## src/rtl/uart_rx_cmd_ctrl.sv

```systemverilog
// Command-frame controller between the UART receiver, register file, ALU and UART transmitter.
// Optional inter-byte/response timeout enabled by defining UART_CMD_TIMEOUT_EN.
module uart_rx_cmd_ctrl #(
    parameter int unsigned DATA_WIDTH     = 8,
    parameter int unsigned ADDR_WIDTH     = 4,
    parameter int unsigned TIMEOUT_CYCLES = 4096
) (
    input  logic                    clk,
    input  logic                    rst,
    input  logic                    rx_d_vld,
    input  logic [DATA_WIDTH-1:0]   rx_p_data,
    input  logic                    rx_err,
    output logic                    rf_wr_en,
    output logic                    rf_rd_en,
    output logic [ADDR_WIDTH-1:0]   rf_addr,
    output logic [DATA_WIDTH-1:0]   rf_wr_data,
    input  logic [DATA_WIDTH-1:0]   rf_rd_data,
    input  logic                    rf_rd_vld,
    output logic                    alu_en,
    output logic [3:0]              alu_fun,
    output logic                    clk_gate_en,
    input  logic [2*DATA_WIDTH-1:0] alu_out,
    input  logic                    alu_out_vld,
    output logic                    tx_d_vld,
    output logic [DATA_WIDTH-1:0]   tx_p_data,
    input  logic                    tx_rdy,
    output logic                    frame_err
);

    localparam logic [DATA_WIDTH-1:0] OPC_WR     = DATA_WIDTH'(8'hAA);
    localparam logic [DATA_WIDTH-1:0] OPC_RD     = DATA_WIDTH'(8'hBB);
    localparam logic [DATA_WIDTH-1:0] OPC_ALU_OP = DATA_WIDTH'(8'hCC);
    localparam logic [DATA_WIDTH-1:0] OPC_ALU    = DATA_WIDTH'(8'hDD);

    typedef enum logic [3:0] {
        IDLE, WR_ADDR, WR_DATA, RD_ADDR, OP_A, OP_B, ALU_FUN,
        RD_WAIT, ALU_WAIT, TX_LO, TX_HI
    } state_t;

    state_t                  state, state_n;
    logic [ADDR_WIDTH-1:0]   addr_q, addr_n;
    logic [DATA_WIDTH-1:0]   res_hi, res_hi_n;
    logic                    two_byte, two_byte_n;
    logic                    alu_pend, alu_pend_n;
    logic                    abort;

    logic                    rf_wr_en_n, rf_rd_en_n, alu_en_n, clk_gate_en_n;
    logic                    tx_d_vld_n, frame_err_n;
    logic [ADDR_WIDTH-1:0]   rf_addr_n;
    logic [DATA_WIDTH-1:0]   rf_wr_data_n, tx_p_data_n;
    logic [3:0]              alu_fun_n;

`ifdef UART_CMD_TIMEOUT_EN
    localparam int unsigned CNT_W = $clog2(TIMEOUT_CYCLES);

    logic [CNT_W-1:0] cnt;
    logic             cnt_run;

    assign cnt_run = (state != IDLE) && (state != TX_LO) && (state != TX_HI);

    // Counter restarts on any state change; accepted bytes always change state.
    always_ff @(posedge clk or posedge rst) begin
        if (rst) begin
            cnt <= '0;
        end else if (!cnt_run || (state_n != state)) begin
            cnt <= '0;
        end else begin
            cnt <= cnt + CNT_W'(1);
        end
    end
`else
    logic unused_timeout;
    assign unused_timeout = ^32'(TIMEOUT_CYCLES);
`endif

    assign abort = rx_d_vld && rx_err;

    // State register and registered outputs.
    always_ff @(posedge clk or posedge rst) begin
        if (rst) begin
            state       <= IDLE;
            addr_q      <= '0;
            res_hi      <= '0;
            two_byte    <= 1'b0;
            alu_pend    <= 1'b0;
            rf_wr_en    <= 1'b0;
            rf_rd_en    <= 1'b0;
            rf_addr     <= '0;
            rf_wr_data  <= '0;
            alu_en      <= 1'b0;
            alu_fun     <= '0;
            clk_gate_en <= 1'b0;
            tx_d_vld    <= 1'b0;
            tx_p_data   <= '0;
            frame_err   <= 1'b0;
        end else begin
            state       <= state_n;
            addr_q      <= addr_n;
            res_hi      <= res_hi_n;
            two_byte    <= two_byte_n;
            alu_pend    <= alu_pend_n;
            rf_wr_en    <= rf_wr_en_n;
            rf_rd_en    <= rf_rd_en_n;
            rf_addr     <= rf_addr_n;
            rf_wr_data  <= rf_wr_data_n;
            alu_en      <= alu_en_n;
            alu_fun     <= alu_fun_n;
            clk_gate_en <= clk_gate_en_n;
            tx_d_vld    <= tx_d_vld_n;
            tx_p_data   <= tx_p_data_n;
            frame_err   <= frame_err_n;
        end
    end

    // Next-state and next-output decode.
    always_comb begin
        state_n       = state;
        addr_n        = addr_q;
        res_hi_n      = res_hi;
        two_byte_n    = two_byte;
        alu_pend_n    = alu_pend;
        rf_wr_en_n    = 1'b0;
        rf_rd_en_n    = 1'b0;
        rf_addr_n     = rf_addr;
        rf_wr_data_n  = rf_wr_data;
        alu_en_n      = 1'b0;
        alu_fun_n     = alu_fun;
        clk_gate_en_n = clk_gate_en;
        tx_d_vld_n    = tx_d_vld;
        tx_p_data_n   = tx_p_data;
        frame_err_n   = 1'b0;

        case (state)
            IDLE: begin
                if (rx_d_vld && !rx_err) begin
                    case (rx_p_data)
                        OPC_WR:     state_n = WR_ADDR;
                        OPC_RD:     state_n = RD_ADDR;
                        OPC_ALU_OP: state_n = OP_A;
                        OPC_ALU:    state_n = ALU_FUN;
                        default:    state_n = IDLE;
                    endcase
                end
            end
            WR_ADDR: begin
                if (abort) begin
                    state_n     = IDLE;
                    frame_err_n = 1'b1;
                end else if (rx_d_vld) begin
                    addr_n  = rx_p_data[ADDR_WIDTH-1:0];
                    state_n = WR_DATA;
                end
            end
            WR_DATA: begin
                if (abort) begin
                    state_n     = IDLE;
                    frame_err_n = 1'b1;
                end else if (rx_d_vld) begin
                    rf_wr_en_n   = 1'b1;
                    rf_addr_n    = addr_q;
                    rf_wr_data_n = rx_p_data;
                    state_n      = IDLE;
                end
            end
            RD_ADDR: begin
                if (abort) begin
                    state_n     = IDLE;
                    frame_err_n = 1'b1;
                end else if (rx_d_vld) begin
                    rf_rd_en_n = 1'b1;
                    rf_addr_n  = rx_p_data[ADDR_WIDTH-1:0];
                    state_n    = RD_WAIT;
                end
            end
            OP_A: begin
                if (abort) begin
                    state_n     = IDLE;
                    frame_err_n = 1'b1;
                end else if (rx_d_vld) begin
                    rf_wr_en_n   = 1'b1;
                    rf_addr_n    = '0;
                    rf_wr_data_n = rx_p_data;
                    state_n      = OP_B;
                end
            end
            OP_B: begin
                if (abort) begin
                    state_n     = IDLE;
                    frame_err_n = 1'b1;
                end else if (rx_d_vld) begin
                    rf_wr_en_n   = 1'b1;
                    rf_addr_n    = ADDR_WIDTH'(1);
                    rf_wr_data_n = rx_p_data;
                    state_n      = ALU_FUN;
                end
            end
            ALU_FUN: begin
                if (abort) begin
                    state_n     = IDLE;
                    frame_err_n = 1'b1;
                end else if (rx_d_vld) begin
                    clk_gate_en_n = 1'b1;
                    alu_fun_n     = rx_p_data[3:0];
                    alu_pend_n    = 1'b1;
                    state_n       = ALU_WAIT;
                end
            end
            RD_WAIT: begin
                if (rf_rd_vld) begin
                    tx_d_vld_n  = 1'b1;
                    tx_p_data_n = rf_rd_data;
                    two_byte_n  = 1'b0;
                    state_n     = TX_LO;
                end
            end
            ALU_WAIT: begin
                // ALU_EN lags the gate enable by one cycle so the gated clock is running.
                if (alu_pend) begin
                    alu_en_n   = 1'b1;
                    alu_pend_n = 1'b0;
                end else if (alu_out_vld) begin
                    clk_gate_en_n = 1'b0;
                    tx_d_vld_n    = 1'b1;
                    tx_p_data_n   = alu_out[DATA_WIDTH-1:0];
                    res_hi_n      = alu_out[2*DATA_WIDTH-1:DATA_WIDTH];
                    two_byte_n    = 1'b1;
                    state_n       = TX_LO;
                end
            end
            TX_LO: begin
                if (tx_rdy) begin
                    if (two_byte) begin
                        tx_p_data_n = res_hi;
                        state_n     = TX_HI;
                    end else begin
                        tx_d_vld_n = 1'b0;
                        state_n    = IDLE;
                    end
                end
            end
            TX_HI: begin
                if (tx_rdy) begin
                    tx_d_vld_n = 1'b0;
                    state_n    = IDLE;
                end
            end
            default: state_n = IDLE;
        endcase

`ifdef UART_CMD_TIMEOUT_EN
        if (cnt_run && (cnt == CNT_W'(TIMEOUT_CYCLES - 1)) && (state_n == state)) begin
            state_n       = IDLE;
            frame_err_n   = 1'b1;
            clk_gate_en_n = 1'b0;
            alu_pend_n    = 1'b0;
        end
`endif
    end

endmodule

```

## config.mk

```make
export PLATFORM = sky130hd
export DESIGN_NAME = uart_rx_cmd_ctrl
export DESIGN_NICKNAME = d
export VERILOG_FILES = /design/src/rtl/uart_rx_cmd_ctrl.sv
export SDC_FILE = /design/constraint.sdc
export NUM_CORES = 1
export LEC_CHECK = 0
export ABC_CLOCK_PERIOD_IN_PS = 4500
export CELL_PAD_IN_SITES_DETAIL_PLACEMENT = 0
export CELL_PAD_IN_SITES_GLOBAL_PLACEMENT = 2
export CORE_MARGIN = 8
export CORE_UTILIZATION = 32
export CTS_CLUSTER_SIZE = 8
export DETAILED_ROUTE_END_ITERATION = 10
export PLACE_DENSITY = 0.95
export SETUP_SLACK_MARGIN = 0.02
export SLEW_MARGIN = 25
export SYNTH_ARGS = -nofsm -noshare
export SYNTH_HDL_FRONTEND = slang
export SYNTH_SLANG_ARGS = --single-unit
```

## constraint.sdc

```tcl
create_clock -name clk -period 4.5 [get_ports clk]
set_input_delay 0.9 -clock clk [delete_from_list [all_inputs] [get_ports clk]]
set_output_delay 0.9 -clock clk [all_outputs]
set_load 0.005 [all_outputs]
```

==> metrics.md <==
| Metric | Value |
|---|---|
| Outcome | finished, final reports clean |
| Pleak | 1.364 nW |
| FP Rows | 31 |
| Mapped Area | between 0.002 and 0.0025 mm² |
| Die height | 103.1 µm |
| Cell Chain, Critical Path | or3b_1 -> o2bb2ai_1 -> a211oi_2 -> o21ai_1 -> a22o_1 |
| Clock tree root buffer cell | clkbuf_8 |
| Vias in the first global route | 1,953 |
| Initial DRT Pass Iterations | 4 |
| Worst Path Max Fanout | 23 |
| Post_cts resized | 0 |
| Final Routed Wirelength | 6.381 mm |
| Register area share after synthesis | 0.4943 |
| Synth area leaders | dfrtp_1 49%, mux2_2 9.7%, mux2_4 4.9% |
| Final Net Count | 322 |
| Syn avg cell area | roughly 11 µm² |
| First-pass GRT wire length | 10.71 mm |
| RSZ-0062 raised after global routing | false |
| Sink Count | 48 |
| Final hold viol count | 0 |
| Initial core utilization | 0.3332 |
| Yosys cell types | 48 |
| Period Utilization, post-route | 0.5636 |
| Power density cells | 606.5 mW/mm² |
| CTS Buf Count | 5 |
| Fmax | 394.3 MHz |
| Worst Hold Class | flip-flop to flip-flop |
| Postcts setup bufs | 0 |
| Number of buffers and inverters on the critical path | 0 |
| Post-synth EDFFs | 0 |
| Port Buffers | 68 |
| Clock latency on the worst-skew pair | 0.31 ns |
| DRT iter0 DRCs | 110 |
| Synth Flop Type | dfrtp_1 |
| Synth-to-Final Area Change | 34.40% |
| Max clock buf depth | 2 |
| CTS tree | built |
| Initial antenna violation count | 0 |
| Clk slew on worst S/H paths | approximately 0.1 ns |
| RD Place Congestion | approximately 0.78 |
| WL per Instance | 16.66 µm |
| Total GRT Usage | 0.1283 |
| Total negative slack | 0 ns |
| Htree depth | 2 |
| Chip Width | 103.1 µm |
| Crit path time final | 2.536 ns |
| Critical Path Source Type | flip-flop |
| Req. time, crit path | 4.71 ns |
| Vias per cell | about 5 |
| Worst Tran Pin Value | 0.8609 ns |
| Setup violations, final | 0 |
| Total die area | 0.01064 mm² |
| Share of the synthesized area in the top cell type | 0.4943 |
| Synth Warn # | 0 |
| Layout Skew | 0.01829 ns |
| Final Max Slew Viols | 0 |
| Diodes inserted | 0 |
| Most instantiated cells after synthesis | 48 x dfrtp_1, 28 x nand2_1, 21 x mux2_2 |
| Hold buffers post-CTS | 0 |
| Largest net degree at the start of global routing | 49 |
| Crit Path Category | flip-flop to flip-flop |
| Max IR drop VDD | between 0.2 and 0.3 mV |
| Hpwl dp | around 4.8 mm |
| Worst Setup End Kind | flip-flop |
| #FFs+latches synth | 48 |
| Share of layout cells above drive strength 1 | 0.1549 |
| Top Ports | 69 |
| Slowest cell on crit path | dfrtp_1 |
| Fin Hold WS | 0.4907 ns |
| Core area | 0.007292 mm² |
| CP top delay family | compound AO/OA/AOI/OAI gates |
| Ys async rst share | 1.000 |
| Syn nets | approximately 260 |
| Grt total ovfl | 0 |
| Crit path largest cell delay | a little under 0.8 ns |
| Slew HR | 0.4260 |
| Post-route ant nets | 0 |
| Vias | approximately 1.9k |
| # Max-Cap Violations | 0 |
| WP data arrival | approximately 2.7 ns |
| Post-Syn Instances | 220 |
| Area leader, netlist | dfrtp_1 |
| DRC violations left | 0 |
| Most numerous cell in the Yosys netlist | dfrtp_1 |
## cells by family (layout without fill, tap and decap cells)
group,count (synthesis),in the layout,synth area share
compound gates,44,44,0.1385
xor+xnor,2,2,0.007210
flops,48,48,0.4943
mux,32,32,0.1607
buf+inv,17,81,0.03296
simple gates,77,77,0.1663
## area by class of cell
class	instances	area, µm²
timing repair buffer	69	688.2
tap	99	123.9
fill	709	4026
clock buffer	5	68.82
inverter	4	16.27
sequential	48	1201
clock inverter	3	18.77
multi-input combinational	155	1149
## registers in the layout, summed over array words and instances, names as in the netlist
| register | flops |
|---|---|
| tx_d_vld | 1 |
| rf_addr | 4 |
| clk_gate_en | 1 |
| frame_err | 1 |
| rf_rd_en | 1 |
| tx_p_data | 8 |
| alu_en | 1 |
| rf_wr_data | 8 |
| two_byte | 1 |
| rf_wr_en | 1 |
| addr_q | 4 |
| state | 4 |
| alu_fun | 4 |
| res_hi | 8 |
| alu_pend | 1 |
## metal layers
metal,GRT usage,wire [µm]
met1,0.1797,3010
met2,0.1950,3046
met3,0.02498,235
met4,0.03671,88
met5,0,0
## worst paths after layout
kind	from	end	slack, ns	cells past startpoint
setup reg to reg	state[2]	state[0]	1.96	5
hold reg to reg	rf_addr[3]	rf_addr[3]	0.49	2
min in group asynchronous	rst	rf_addr[3]	1.05	2
hold / removal	rf_addr[3]	rf_addr[3]	0.49	2
setup / recovery	state[2]	state[0]	1.96	5
max in group asynchronous	rst	res_hi[5]	2.94	2
## cell usage in the layout, fill, tap and decap left out, drive strengths merged, types with 2 or more instances in the layout
cell and count:
nor3 3, a211oi 2, a21oi 2, nand2 28, and2 2, inv 3, nor2b 4, nand2b 6
a221o 8, nand3 3, clkdlybuf4s50 68, dfrtp 48, o21a 2, nor2 16, or4bb 2, nor4b 3
clkinv 4, o32ai 3, mux2 32, a31oi 3, a22oi 4, a21boi 2, nand4 2, clkbuf 5
o21ai 12
## where the power goes
part           switching, mW  internal, mW
Combinational          0.354         0.556
Clock                  0.155         0.109
Sequential             0.183         0.624
Total                  0.692          1.29
## stage by stage
| stage | area [µm²] | total power [mW] | utilization | setup WS (ns) | cells |
|---|---|---|---|---|---|
| CTS | 3264 | 1.995 | 0.4477 | 1.973 | 383 |
| detailed placement | 3177 | 1.730 | 0.4357 | 1.699 | 375 |
| global route | 3266 | 2.136 | 0.4478 | 1.686 | 383 |
| global placement | 3177 | 1.718 | 0.4357 | 1.785 | 375 |
| finish | 3266 | 1.981 | 0.4478 | 1.964 | 383 |
| floorplan | 2430 | 1.355 | - | 2.363 | 220 |
## worst register-to-register path, cell delays in order, from the launching register on
cell	delay (ns)
dfrtp_1	0.78
or3b_1	0.57
o2bb2ai_1	0.19
a211oi_2	0.51
o21ai_1	0.14
a22o_1	0.25
Power figures use the tool's default switching activity.
